### src/rtl/load_store_unit.sv
// Load/store unit: turns RV32I loads and stores into word-aligned memory
// beats with byte enables, splits word-crossing accesses into two beats
// and extends load data.
module load_store_unit #(
  parameter int DATA_WIDTH = 32,
  parameter int ADDR_WIDTH = 17
) (
  input  logic                  clk,
  input  logic                  rst,
  input  logic                  req_valid,
  input  logic                  req_we,
  input  logic [2:0]            funct3,
  input  logic [DATA_WIDTH-1:0] addr,
  input  logic [DATA_WIDTH-1:0] wdata,
  output logic                  stall,
  output logic                  rsp_valid,
  output logic [DATA_WIDTH-1:0] rdata,
  output logic                  err,
  output logic                  mem_en,
  output logic                  mem_we,
  output logic [ADDR_WIDTH-1:0] mem_addr,
  output logic [3:0]            mem_be,
  output logic [DATA_WIDTH-1:0] mem_wdata,
  input  logic [DATA_WIDTH-1:0] mem_rdata
);

  typedef enum logic [2:0] {IDLE, LD_WAIT, LD_HI, LD_DONE, ST_HI} state_t;

  state_t state_q, state_d;

  // Request context captured in the issue cycle
  logic [1:0]            off_q;
  logic [1:0]            size_q;
  logic                  uns_q;
  logic [ADDR_WIDTH-1:0] addr1_q;
  logic [3:0]            be_hi_q;
  logic [DATA_WIDTH-1:0] wd_hi_q;
  logic [DATA_WIDTH-1:0] lo_q;

  // Decode of the live request
  logic                    illegal;
  logic [3:0]              size_mask;
  logic [7:0]              be8;
  logic [2*DATA_WIDTH-1:0] wd64;
  logic [ADDR_WIDTH-1:0]   base;
  logic                    two_beats;
  logic                    capture;

  // Load data path
  logic [DATA_WIDTH-1:0] hi_word, lo_word, rword, rext;

  // Internal (pre-reset-gating) outputs
  logic                  stall_c, rsp_c, err_c, en_c, we_c;
  logic [DATA_WIDTH-1:0] rdata_c, wd_c;
  logic [ADDR_WIDTH-1:0] ma_c;
  logic [3:0]            be_c;

  logic addr_unused;
  assign addr_unused = ^addr[DATA_WIDTH-1:ADDR_WIDTH];

  // Decode size, lane enables, shifted store data and beat addresses
  always_comb begin
    illegal = (funct3 == 3'b011) || (funct3[2:1] == 2'b11);
    case (funct3[1:0])
      2'b00:   size_mask = 4'b0001;
      2'b01:   size_mask = 4'b0011;
      default: size_mask = 4'b1111;
    endcase
    be8       = {4'b0000, size_mask} << addr[1:0];
    wd64      = {{DATA_WIDTH{1'b0}}, wdata} << {addr[1:0], 3'b000};
    base      = {addr[ADDR_WIDTH-1:2], 2'b00};
    two_beats = |be8[7:4];
  end

  // Align and extend load data; single-beat loads use hi = 0
  always_comb begin
    hi_word = (state_q == LD_DONE) ? mem_rdata : '0;
    lo_word = (state_q == LD_DONE) ? lo_q : mem_rdata;
    rword   = DATA_WIDTH'({hi_word, lo_word} >> {off_q, 3'b000});
    case (size_q)
      2'b00:   rext = uns_q ? {{(DATA_WIDTH-8){1'b0}}, rword[7:0]}
                            : {{(DATA_WIDTH-8){rword[7]}}, rword[7:0]};
      2'b01:   rext = uns_q ? {{(DATA_WIDTH-16){1'b0}}, rword[15:0]}
                            : {{(DATA_WIDTH-16){rword[15]}}, rword[15:0]};
      default: rext = rword;
    endcase
  end

  // Next-state and beat/response outputs
  always_comb begin
    state_d = state_q;
    stall_c = 1'b0;
    rsp_c   = 1'b0;
    rdata_c = '0;
    err_c   = 1'b0;
    en_c    = 1'b0;
    we_c    = 1'b0;
    ma_c    = '0;
    be_c    = '0;
    wd_c    = '0;
    capture = 1'b0;
    case (state_q)
      IDLE: begin
        if (req_valid) begin
          if (illegal) begin
            err_c = 1'b1;
          end else begin
            capture = 1'b1;
            en_c    = 1'b1;
            we_c    = req_we;
            ma_c    = base;
            be_c    = be8[3:0];
            if (req_we) begin
              wd_c    = wd64[DATA_WIDTH-1:0];
              stall_c = two_beats;
              state_d = two_beats ? ST_HI : IDLE;
            end else begin
              stall_c = 1'b1;
              state_d = two_beats ? LD_HI : LD_WAIT;
            end
          end
        end
      end
      LD_WAIT: begin
        rsp_c   = 1'b1;
        rdata_c = rext;
        state_d = IDLE;
      end
      LD_HI: begin
        en_c    = 1'b1;
        ma_c    = addr1_q;
        be_c    = be_hi_q;
        stall_c = 1'b1;
        state_d = LD_DONE;
      end
      LD_DONE: begin
        rsp_c   = 1'b1;
        rdata_c = rext;
        state_d = IDLE;
      end
      ST_HI: begin
        en_c    = 1'b1;
        we_c    = 1'b1;
        ma_c    = addr1_q;
        be_c    = be_hi_q;
        wd_c    = wd_hi_q;
        state_d = IDLE;
      end
      default: state_d = IDLE;
    endcase
  end

  // State register
  always_ff @(posedge clk or posedge rst) begin
    if (rst) state_q <= IDLE;
    else     state_q <= state_d;
  end

  // Capture request context at issue and the low word of split loads
  always_ff @(posedge clk or posedge rst) begin
    if (rst) begin
      off_q   <= '0;
      size_q  <= '0;
      uns_q   <= 1'b0;
      addr1_q <= '0;
      be_hi_q <= '0;
      wd_hi_q <= '0;
      lo_q    <= '0;
    end else begin
      if (capture) begin
        off_q   <= addr[1:0];
        size_q  <= funct3[1:0];
        uns_q   <= funct3[2];
        addr1_q <= base + ADDR_WIDTH'(4);
        be_hi_q <= be8[7:4];
        wd_hi_q <= wd64[2*DATA_WIDTH-1:DATA_WIDTH];
      end
      if (state_q == LD_HI) lo_q <= mem_rdata;
    end
  end

  // Every output held at zero while reset is asserted
  assign stall     = stall_c & ~rst;
  assign rsp_valid = rsp_c & ~rst;
  assign rdata     = rst ? '0 : rdata_c;
  assign err       = err_c & ~rst;
  assign mem_en    = en_c & ~rst;
  assign mem_we    = we_c & ~rst;
  assign mem_addr  = rst ? '0 : ma_c;
  assign mem_be    = rst ? '0 : be_c;
  assign mem_wdata = rst ? '0 : wd_c;

endmodule

### config.mk
export PLATFORM = sky130hd
export DESIGN_NAME = load_store_unit
export DESIGN_NICKNAME = d
export VERILOG_FILES = /design/src/rtl/load_store_unit.sv
export SDC_FILE = /design/constraint.sdc
export NUM_CORES = 1
export LEC_CHECK = 0
export CORE_MARGIN = 3
export CORE_UTILIZATION = 43
export DETAILED_ROUTE_END_ITERATION = 8
export HOLD_SLACK_MARGIN = 0.1
export PLACE_DENSITY_LB_ADDON = 0.3
export SYNTH_ARGS = -nofsm -noshare
export SYNTH_HDL_FRONTEND = slang
export SYNTH_SLANG_ARGS = --single-unit
export TNS_END_PERCENT = 5
### constraint.sdc
create_clock -name clk -period 5 [get_ports clk]
set_input_delay 1 -clock clk [delete_from_list [all_inputs] [get_ports clk]]
set_output_delay 1 -clock clk [all_outputs]
set_load 0.01 [all_outputs]
==> qor.yml <==
outcome: "finished clean"
holdCritPathClass: "register to register"
fill_cells: 1158
synth_area_per_cell_um2: 8.64
peakVddDrop_v: 0.000175
setup_viol: 0
finalHoldViolCount: 0
htreeDepth: 3
drc: 0
final_common_cell: "clkdlybuf4s50_1"
p_per_area_nw_per_um2: 302
area_delta_synth_final_pct: 36.6
reg2reg_from: "state_q[2]$_DFFE_PP0P_"
cts_sinks: 82
grt_pass1_wl_um: 31500
period_minus_slack_ns: 4.81
cts_tree: "yes"
yosysSeqAreaShare_pct: 33.6
drt_pass1_iterations: 5
via_count: 6120
clkTransAtPathRegs_ns: 0.06
num-nets-final: 961
cts-resized-gates: 0
syn_area_um2: 6100
final_cell_mix: "clkdlybuf4s50_1 (174), nand2_1 (97), nor2_1 (92), dfrtp_1 (81), mux2i_1 (71)"
slew_violations: 0
core_area_um2: 13600
worstSetupEndpointType: "output port"
met2_length_um: 9020
drive_gt1_share_pct: 13.0
met3_wirelength_um: 1740
worstSetupPathType: "input pin to output port"
cp_max_fo: 8
io_buffers: 175
cts_made_buffers: 9
critPathLaunchType: "input pin"
wl_um: 19600
die_w_um: 125
initial_core_util_pct: 45.0
tightest_slew_ns: 1.14
rrSetupSlack_ns: 2.59
ys_ff_latch: 82
dp_hpwl_um: 14100
antenna_cells: 0
fin_worst_skew_ns: 0.00566
die_h_um: 125
place.gp.congestion: 0.942
cap_violations: 0
cts-root-buf: "clkbuf_16"
rows: 42
holdPathStages: 2
grt_setup_unrepaired: "no"
drt-met1-wl_um: 8300
critPathRequiredTime_ns: 4.00
leakagePower_nw: 3.37
grtUsageTotal_pct: 24.4
top_layer: "met4"
ios: 193
finalNonFillerCells: 1038
synth.distinct_cells: 49
max_stage_delay_ns: 0.74
antenna_found_initial: 0
vias_per_cell: 5.90
synth_async_sr_flop_share_pct: 100
die_area_um2: 15600
ctsHoldBuffers: 0
synth_edf_count: 0
crit_slowest_cell: "or4_2"
relSlewSlack_pct: 23.7
grt_start_max_net_pins: 54
clk_latency_ns: 0.34
crit_top_cell: "clkdlybuf4s50_1"
timing.rr.end: "wd_hi_q[5]$_DFFE_PP0P_"
initialDrtViolationCount: 631
grt_pass1_vias: 6015
synth_top_flop_cell: "dfrtp_1"
min_period_over_period_pct: 96.2
detail_route.wl_per_cell_um: 18.8
worst-r2r-cell-count: 5
fmax_mhz: 208
fin_tns_setup_ns: 0
crit_path_cell_trace: "clkdlybuf4s50_1 > o21a_1 > or4_2 > nor4_4 > buf_4 > a22oi_1 > nor2_1 > clkdlybuf4s50_1"
place_inst: 1022
cp_data_arrival_time_ns: 3.81
cts_setup_buffers: 0
synth_warnings: 0
hold_end: "wd_hi_q[19]$_DFFE_PP0P_"
cts_max_path_buffers: 2
ant_nets: 0
overflow: 0
netlist_instances: 706
min_from: "wd_hi_q[19]$_DFFE_PP0P_"
## layout make-up
cell class	count	area [um^2]	share of cell area, %
Timing Repair Buffer	200	1960	23.5
Multi-Input combinational cell	558	3770	45.2
Clock inverter	5	52.6	0.631
Inverter	6	26.3	0.315
Tap cell	176	220	2.64
Clock buffer	11	253	3.03
Sequential cell	82	2050	24.6
## synthesized netlist by cell type, drive strengths merged (5+ instances only)
| cell | instances | area, um^2 |
|---|---|---|
| o21ai | 39 | 199 |
| o211ai | 7 | 52.6 |
| nor2b | 5 | 31.3 |
| a221oi | 8 | 70.1 |
| nand3 | 24 | 120 |
| buf | 27 | 148 |
| nand2b | 10 | 62.6 |
| mux2 | 54 | 608 |
| nand2 | 97 | 364 |
| a22oi | 31 | 233 |
| mux4 | 8 | 180 |
| a21oi | 24 | 120 |
| xor2 | 7 | 61.3 |
| o2bb2ai | 8 | 70.1 |
| mux2i | 71 | 711 |
| xnor2 | 6 | 52.6 |
| nor2 | 92 | 345 |
| dfrtp | 82 | 2050 |
| clkbuf | 34 | 129 |
| nor4 | 11 | 90.1 |
| a211oi | 16 | 120 |
| nor3 | 10 | 50.1 |
| inv | 5 | 18.8 |
## cells by family after synthesis
logic type,synth area share [%]
XOR/XNOR,1.87
adder cells (fa/ha/maj),0.205
flip-flops,33.6
AO/OA/AOI/OAI,15.2
AND/OR/NAND/NOR,19.6
other,0.0615
multiplexers,24.6
buffers and inverters,4.90
## power by group
group | internal [mW] | switching [mW]
registers | 0.867 | 0.148
clock network | 0.411 | 0.268
logic | 0.429 | 0.393
total | 1.71 | 0.809
## sequential cells by signal, summed over array words and instances, names as in the netlist
name	count
lo_q	32
size_q	2
uns_q	1
wd_hi_q	24
state_q	3
off_q	2
be_hi_q	3
addr1_q	15
## metrics by stage
stage               setup slack, ns  utilization [%]  hold slack (ns)  total power [mW]  cell area, um^2
floorplan                     0.581                -            0.439              1.53             6110
global placement              0.231             59.2            0.453              1.80             8030
detailed placement            0.217             59.2            0.460              1.84             8030
CTS                           0.209             61.4            0.475              2.53             8330
global route                 0.0742             61.4            0.497              2.66             8330
finish                        0.189             61.4            0.471              2.52             8330
## worst max-delay path by stage
stage / start / to / slack, ns / cells after the start
2_1_floorplan: rst / rdata[23] / 0.58 / 6
3_5_place_dp: funct3[2] / mem_wdata[1] / 0.22 / 8
6_report: funct3[2] / mem_wdata[0] / 0.19 / 8
4_1_cts: funct3[2] / mem_be[2] / 0.21 / 8
3_3_place_gp: funct3[2] / mem_wdata[0] / 0.23 / 8
5_1_grt: funct3[2] / mem_wdata[3] / 0.07 / 8
## critical path: cells and delay by family
family | cells | cell delay [ns]
compound gates | 2 | 0.31
simple gates | 3 | 1.28
buf+inv | 3 | 1.22
## routing by layer
metal	track usage, %	up-vias
li1	-	2829
met1	33.2	2926
met2	38.1	320
met3	5.67	45
met4	8.86	0
met5	0	-
Note: power is estimated with default switching activity, not from simulation.
